[config.mk]
export PLATFORM = sky130hd
export DESIGN_NAME = rst_seq_gen
export DESIGN_NICKNAME = d
export VERILOG_FILES = /design/src/rtl/rst_seq_gen.sv
export SDC_FILE = /design/constraint.sdc
export NUM_CORES = 1
export LEC_CHECK = 0
export ABC_AREA = 1
export CORE_MARGIN = 2
export CORE_UTILIZATION = 55
export DETAILED_ROUTE_END_ITERATION = 7
export PLACE_DENSITY = 0.79
export SLEW_MARGIN = 20
export SYNTH_ARGS = -nofsm -noshare
export SYNTH_HDL_FRONTEND = slang
export SYNTH_SLANG_ARGS = --single-unit
[constraint.sdc]
create_clock -name clk_i -period 1.7 [get_ports clk_i]
set_input_delay 0.255 -clock clk_i [delete_from_list [all_inputs] [get_ports clk_i]]
set_output_delay 0.255 -clock clk_i [all_outputs]
set_load 0.05 [all_outputs]
[src/rtl/rst_seq_gen.sv]
// Power-on / fault reset sequencer: synchronises lock and board reset, holds,
// then releases NUM_CH active-low reset domains in ascending order.
module rst_seq_gen #(
  parameter int unsigned NUM_CH      = 2,
  parameter int unsigned HOLD_CYCLES = 1000,
  parameter int unsigned STAGE_GAP   = 16,
  parameter int unsigned SYNC_STAGES = 2,
  parameter int unsigned CNT_W       = 32
) (
  input  logic              clk_i,
  input  logic              rst_i,
  input  logic              pll_locked_i,
  input  logic              ext_rst_ni,
  input  logic              sw_rst_req_i,
  output logic [NUM_CH-1:0] rst_no,
  output logic              ready_o,
  output logic [1:0]        state_o,
  output logic [7:0]        fault_cnt_o
);

  localparam int unsigned FCNT_W = 8;
  localparam logic [CNT_W-1:0]  HOLD_LAST = CNT_W'(HOLD_CYCLES - 1);
  localparam logic [CNT_W-1:0]  GAP_LAST  = CNT_W'(STAGE_GAP - 1);
  localparam logic [FCNT_W-1:0] FCNT_MAX  = '1;

  typedef enum logic [1:0] {
    ST_ASSERT  = 2'd0,
    ST_RELEASE = 2'd1,
    ST_RUN     = 2'd2
  } state_e;

  state_e              state_q, state_d;
  logic [CNT_W-1:0]    cnt_q, cnt_d;
  logic [NUM_CH-1:0]   rst_n_q, rst_n_d;
  logic                ready_q, ready_d;
  logic [FCNT_W-1:0]   fault_q, fault_d;
  logic [SYNC_STAGES-1:0] lock_sync_q, ext_sync_q;

  logic              lock_s, ext_s, good;
  logic [NUM_CH-1:0] rel_next;
  logic              rel_all;

  // Input synchronisers; reset value reads as "unlocked, board reset asserted"
  always_ff @(posedge clk_i or posedge rst_i) begin
    if (rst_i) begin
      lock_sync_q <= '0;
      ext_sync_q  <= '0;
    end else begin
      lock_sync_q <= {lock_sync_q[SYNC_STAGES-2:0], pll_locked_i};
      ext_sync_q  <= {ext_sync_q[SYNC_STAGES-2:0], ext_rst_ni};
    end
  end

  assign lock_s = lock_sync_q[SYNC_STAGES-1];
  assign ext_s  = ext_sync_q[SYNC_STAGES-1];
  assign good   = lock_s & ext_s & ~sw_rst_req_i;

  // Releases are thermometer-coded, so the next release shifts in one more '1'
  assign rel_next = NUM_CH'({rst_n_q, 1'b1});
  assign rel_all  = &rel_next;

  always_ff @(posedge clk_i or posedge rst_i) begin
    if (rst_i) begin
      state_q <= ST_ASSERT;
      cnt_q   <= '0;
      rst_n_q <= '0;
      ready_q <= 1'b0;
      fault_q <= '0;
    end else begin
      state_q <= state_d;
      cnt_q   <= cnt_d;
      rst_n_q <= rst_n_d;
      ready_q <= ready_d;
      fault_q <= fault_d;
    end
  end

  always_comb begin
    state_d = state_q;
    cnt_d   = cnt_q;
    rst_n_d = rst_n_q;
    ready_d = ready_q;
    fault_d = fault_q;
    case (state_q)
      ST_ASSERT: begin
        rst_n_d = '0;
        ready_d = 1'b0;
        if (!good) begin
          cnt_d = '0;
        end else if (cnt_q == HOLD_LAST) begin
          cnt_d   = '0;
          rst_n_d = rel_next;
          if (rel_all) begin
            state_d = ST_RUN;
            ready_d = 1'b1;
          end else begin
            state_d = ST_RELEASE;
          end
        end else begin
          cnt_d = cnt_q + CNT_W'(1);
        end
      end
      ST_RELEASE, ST_RUN: begin
        if (!good) begin
          // Fault: collapse every domain together and count one re-entry
          state_d = ST_ASSERT;
          cnt_d   = '0;
          rst_n_d = '0;
          ready_d = 1'b0;
          if (fault_q != FCNT_MAX) fault_d = fault_q + FCNT_W'(1);
        end else if (state_q == ST_RUN) begin
          cnt_d = '0;
        end else if (cnt_q == GAP_LAST) begin
          cnt_d   = '0;
          rst_n_d = rel_next;
          if (rel_all) begin
            state_d = ST_RUN;
            ready_d = 1'b1;
          end
        end else begin
          cnt_d = cnt_q + CNT_W'(1);
        end
      end
      default: begin
        state_d = ST_ASSERT;
        cnt_d   = '0;
        rst_n_d = '0;
        ready_d = 1'b0;
      end
    endcase
  end

  assign rst_no      = rst_n_q;
  assign ready_o     = ready_q;
  assign state_o     = state_q;
  assign fault_cnt_o = fault_q;

endmodule

# Word level (Yosys, flattened, before mapping)
# Cells that the tools add are included.
[word_totals]
reg_bits = 49
latch_bits = 0
ramBits = 0
mem_bits_ro = 0
in_bits = 5
out_inout_bits = 13
elab_cells = 57
n_memories = 0
[classes]
n_addsub = 2
multipliers = 0
n_div = 0
n_lt_le_gt_ge = 0
eq_ne = 10
shift = 0
muxes = 28
bitwise = 4
n_reduce_logical = 6
[op_table]
columns = ["op", "count"]
rows = [
  ["32-bit two-way mux", 5],
  ["32-bit one-hot mux with 2 select lines", 1],
  ["32-bit by 1-bit adder with 32-bit output (second input constant)", 1],
  ["32-bit by 10-bit == test with 1-bit output (second input constant)", 1],
  ["32-bit by 4-bit == test with 1-bit output (second input constant)", 1],
  ["2-bit two-way mux", 12],
  ["3-bit != test (second input constant)", 3],
  ["8-bit by 1-bit adder with 8-bit output (second input constant)", 1],
  ["8-bit != test (second input constant)", 1],
  ["2-bit one-hot mux with 2 select lines", 2],
  ["1-bit two-way mux", 7],
  ["3-bit AND reduction", 2],
  ["5-bit AND reduction", 1],
  ["2-bit != test (second input constant)", 2],
  ["1-bit bitwise AND", 2],
  ["2-bit by 1-bit == test with 1-bit output (second input constant)", 1],
  ["2-bit == test (second input constant)", 1],
  ["2-bit zero test", 1],
  ["1-bit NOT", 2],
  ["1-bit one-hot mux with 2 select lines", 1],
  ["2-bit AND reduction", 1],
  ["2-bit OR reduction", 1],
]

# Longest topological paths before layout
# Gate-level depths: netlist (run 1).
[depth]
depth_word = 5
ltp_mapped = 11
depth_no_buf = 11

# Least setup slack after synthesis (run 1)
# No wires, ideal clock.
[synth_path]
path_type = "flip-flop to flip-flop"
startpoint = "reg state_q[0], in the netlist state_o[0]"
endpoint = "reg ready_q, in the netlist ready_o"
arrival_ns = 1.698
t_required_ns = 1.624
setup_slack_ns = -0.075
stages_incl_launch_ff = 8
path_buffers = 0
cell_sequence = "dfrtp_1 inv_1 ha_1 nand2_1 or2_1 nand3_1 nand2_1 o21ai_1"
[synth_between]
elab_chain_len = 4
[synth_rtl]
columns = ["item", "line", "rtl"]
rows = [
  ["from (decl)", "32", "state_e state_q, state_d;"],
  ["from (signal assigned)", "70", "state_q <= state_d;"],
  ["2-bit == test or 2-bit by 1-bit == test with 1-bit output (tied branches)", "84, 111", ""],
  ["2-bit OR reduction", "84", "case (state_q)"],
  ["3-bit != test (no source line)", "n/a", ""],
  ["3-bit AND reduction (no source line)", "n/a", ""],
  ["to (signal assigned)", "73", "ready_q <= ready_d;"],
  ["to (decl)", "35", "logic ready_q, ready_d;"],
]
# Parallel ways exist; a longest one is shown, timed or not.
# A chain may end at the register's enable or synchronous reset.

# Worst setup path in the final report (run 1)
[layout_path]
startpoint = "reg cnt_q[1]"
endpoint = "reg cnt_q[29]"
[layout_between]
elab_chain_len = 5
[layout_rtl]
columns = ["item", "line", "rtl"]
rows = [
  ["from (decl)", "33", "logic [CNT_W-1:0] cnt_q, cnt_d;"],
  ["from (signal assigned)", "71", "cnt_q <= cnt_d;"],
  ["32-bit by 1-bit adder with 32-bit output or 32-bit by 4-bit == test with 1-bit output (tied branches)", "100, 121, 113", ""],
  ["32-bit two-way mux", "113", "end else if (cnt_q == GAP_LAST) begin"],
  ["32-bit two-way mux", "111", "end else if (state_q == ST_RUN) begin"],
  ["32-bit two-way mux", "104", "if (!good) begin"],
  ["32-bit one-hot mux with 2 select lines *", "84", ""],
  ["via cnt_d[29]", "33", ""],
]
# Mark *: on every way through the listed nets, which the timed path passes. The rest lies on a longest branch.

==> results.json, run 1 <==
{
  "status": "finished, final reports clean",
  "synth.top_cell.area_share_pct": 43.4,
  "dp_hpwl_um": 4330,
  "cp.required_ps": 1900,
  "syn_nets": 379,
  "rows": 26,
  "crit_fanout": 8,
  "setup_slack_ps": 8.98,
  "drt-total-wl_um": 6530,
  "clockBufferDepth": 2,
  "slew_headroom_pct": 68.9,
  "detail-route-antenna-nets": 0,
  "yosysUniqueCellTypes": 25,
  "ctsHoldBuffers": 0,
  "rsz0062_at_grt": "yes",
  "drt-met1-wl_um": 2800,
  "path_cells": "ha_4 -> nand2_4 -> inv_1 -> nand2_1 -> nor2_1 -> nand2_1 -> o21ai_2 -> o21ai_2 -> buf_4 -> nand3_4 -> nor2_1",
  "synth_ff_type": "dfrtp_1",
  "num_vias": 2477,
  "worst_setup_path_end_kind": "register",
  "wl_per_cell_um": 13.4,
  "critPathTopFamily": "simple AND/OR/NAND/NOR gates",
  "area.sequential_um2": 1230,
  "power_density_nw_per_um2": 616,
  "antenna_found_initial": 0,
  "netlist_top_cells_area": "dfrtp_1 (43%), nand2_1 (12%), nor2_1 (11%), xor2_1 (7.1%), inv_1 (4.9%)",
  "synth-edff-count": 0,
  "slew_violations": 0,
  "port_buffers": 17,
  "drive_above_1_share_pct": 19.2,
  "cts_tree": "done",
  "drtIter0Drc": 170,
  "area_growth_pct": 21.0,
  "routed-wl-met2_um": 3310,
  "overflow": 0,
  "grt_max_degree": 50,
  "yosys-top-cells-count": "nand2_1 (89), nor2_1 (86), dfrtp_1 (49)",
  "route.detailed.drc": 0,
  "ys.warnings.count": 0,
  "rr_startpoint": "cnt_q[1]$_DFF_PP0_",
  "h-tree-depth": 2,
  "tightest_slew_ps": 466,
  "synth-seq-area-share_pct": 43.4,
  "start_util_pct": 56.1,
  "diodes": 0,
  "power_leakage_nw": 1.51,
  "final_nets": 425,
  "num_io_pins": 18,
  "multi_input_area_um2": 1510,
  "rr_worst_depth": 11,
  "drv_cap": 0,
  "syn_area_um2": 2830,
  "ys_seq_elements": 49,
  "vdd_drop_max_uv": 384,
  "timing.rr.end": "cnt_q[29]$_DFF_PP0_",
  "syn_inst": 369,
  "grt_pass1_vias": 2407,
  "preCtsSetupSlack_ps": -105,
  "fillers": 435,
  "finClkSkew_ps": 11.1,
  "globalplace.congestion": 0.909,
  "cts_root_buf": "clkbuf_8",
  "synth-async-reset-ratio_pct": 100,
  "final-hold-violation-count": 0,
  "viasPerCell": 5.10,
  "clock_sinks": 49,
  "cp_slowest_cell": "dfrtp_1",
  "highest_layer": "met4",
  "met3_length_um": 289,
  "avgSynthCellArea_um2": 7.66,
  "cp_num_cells": 11,
  "crit_buf_inv": 2,
  "yosysMostFrequentCell": "nand2_1",
  "period_share_pct": 99.5,
  "critPathMaxStageDelay_ps": 410,
  "fin_crit_ps": 1690,
  "arrival_ps": 1890,
  "die_area_um2": 5730,
  "core_um2": 5040,
  "tns_ps": 0,
  "die_w_um": 75.7,
  "utilization_pct": 67.8,
  "track_usage_pct": 24.8,
  "die_h_um": 75.7,
  "insertion_delay_ps": 310,
  "numCtsBuffers": 5,
  "critical_path_class": "register to register",
  "synth_area_leader_cell": "dfrtp_1",
  "max_freq_ghz": 0.591,
  "startpoint_type": "register",
  "r2r_slack_ps": 9,
  "clk_pin_slew_worst_paths_ps": 90,
  "hold_class": "input pin to async pin",
  "drt-pass1-iter-count": 4,
  "grt_pass1_wl_um": 10700,
  "finalSetupViolations": 0
}
## worst max-delay path by stage
stage	from	end	slack (ps)
after CTS	cnt_q[1]$_DFF_PP0_	cnt_q[2]$_DFF_PP0_	7
after global routing	cnt_q[16]$_DFF_PP0_	cnt_q[11]$_DFF_PP0_	-50
final	cnt_q[1]$_DFF_PP0_	cnt_q[29]$_DFF_PP0_	9
after detailed placement	cnt_q[1]$_DFF_PP0_	cnt_q[28]$_DFF_PP0_	-100
after global placement	cnt_q[0]$_DFF_PP0_	cnt_q[21]$_DFF_PP0_	-6
after floorplan	fault_cnt_o[0]$_DFFE_PP0P_	fault_cnt_o[5]$_DFFE_PP0P_	70
## worst min-delay path: stages
cell and delay, ps:
clkdlybuf4s50_1 410, inv_2 70, buf_12 250
## registers in the layout, indices dropped and copies added (netlist names)
| name | flops |
|---|---|
| state_o | 2 |
| lock_sync_q | 2 |
| ready_o | 1 |
| ext_sync_q | 2 |
| rst_no | 2 |
| cnt_q | 32 |
| fault_cnt_o | 8 |
## what timing repair did
action                                  4_1_cts  5_1_grt
cloned                                        3        0
pin swaps                                     2        7
setup buffers                                 4        5
resized for setup                             4       15
endpoints found under the setup margin       31       39
## final cells by class
cell class,instances,share of cell area [%]
Clock buffer,7,2.52
Clock inverter,1,0.878
Inverter,39,4.28
Multi-Input combinational cell,280,44.1
Sequential cell,49,36.1
Tap cell,70,2.56
Timing Repair Buffer,40,9.55
## stage by stage
step | cell area (um^2) | hold slack (ps) | total power, mW | cells
after global placement | 3140 | 334 | 1.26 | 466
final | 3420 | 297 | 2.11 | 486
after floorplan | 2830 | 286 | 1.23 | 369
after detailed placement | 3140 | 339 | 1.26 | 466
after global routing | 3420 | 334 | 2.19 | 486
after CTS | 3340 | 306 | 2.12 | 481
## logic make-up after synthesis
family,share of synthesized area [%]
and+or+nand+nor,35.0
DFF,43.4
buffers and inverters,6.55
xor gates and xnor gates,10.8
AOI/OAI and AO/OA,2.04
adders and majority gates,2.21
## layout by cell type, fill, tap and decap left out, types with 5 or more instances in the layout
master / synthesis / final
nand3_4: 1 / 5
nand3_1: 15 / 15
clkbuf_8: 0 / 6
nor2_1: 86 / 79
nand2_1: 89 / 89
xnor2_1: 12 / 12
nor2_2: 3 / 10
inv_1: 37 / 34
inv_2: 2 / 5
buf_4: 0 / 34
dfrtp_1: 49 / 43
dfrtp_2: 0 / 6
nor3_1: 13 / 13
xor2_1: 23 / 23
nand4_1: 10 / 10
## where the power goes
part,switching [mW],internal (mW),total (mW),leakage (nW)
clock,0.385,0.480,0.865,0.0585
sequential,0.00255,1.17,1.17,0.649
combinational,0.0477,0.0232,0.0709,0.806
## per-layer routing
metal / up-vias / track usage, %
met5: - / 0
met1: 1155 / 30.4
met2: 68 / 43.5
li1: 1241 / -
met3: 13 / 4.89
met4: 0 / 8.77
No activity file was read; power rests on OpenSTA's default activity.
==> run 2, diff against run 1 <==
--- a/config.mk
+++ b/config.mk
@@ -6,11 +6,12 @@
 export NUM_CORES = 1
 export LEC_CHECK = 0
 export ABC_AREA = 1
+export CAP_MARGIN = 20
 export CORE_MARGIN = 2
 export CORE_UTILIZATION = 55
 export DETAILED_ROUTE_END_ITERATION = 7
 export PLACE_DENSITY = 0.79
-export SLEW_MARGIN = 20
+export SLEW_MARGIN = 40
 export SYNTH_ARGS = -nofsm -noshare
 export SYNTH_HDL_FRONTEND = slang
 export SYNTH_SLANG_ARGS = --single-unit
==> results of run 2 <==
Same layout as run 1: the final DEF is identical, and so are final timing and power.
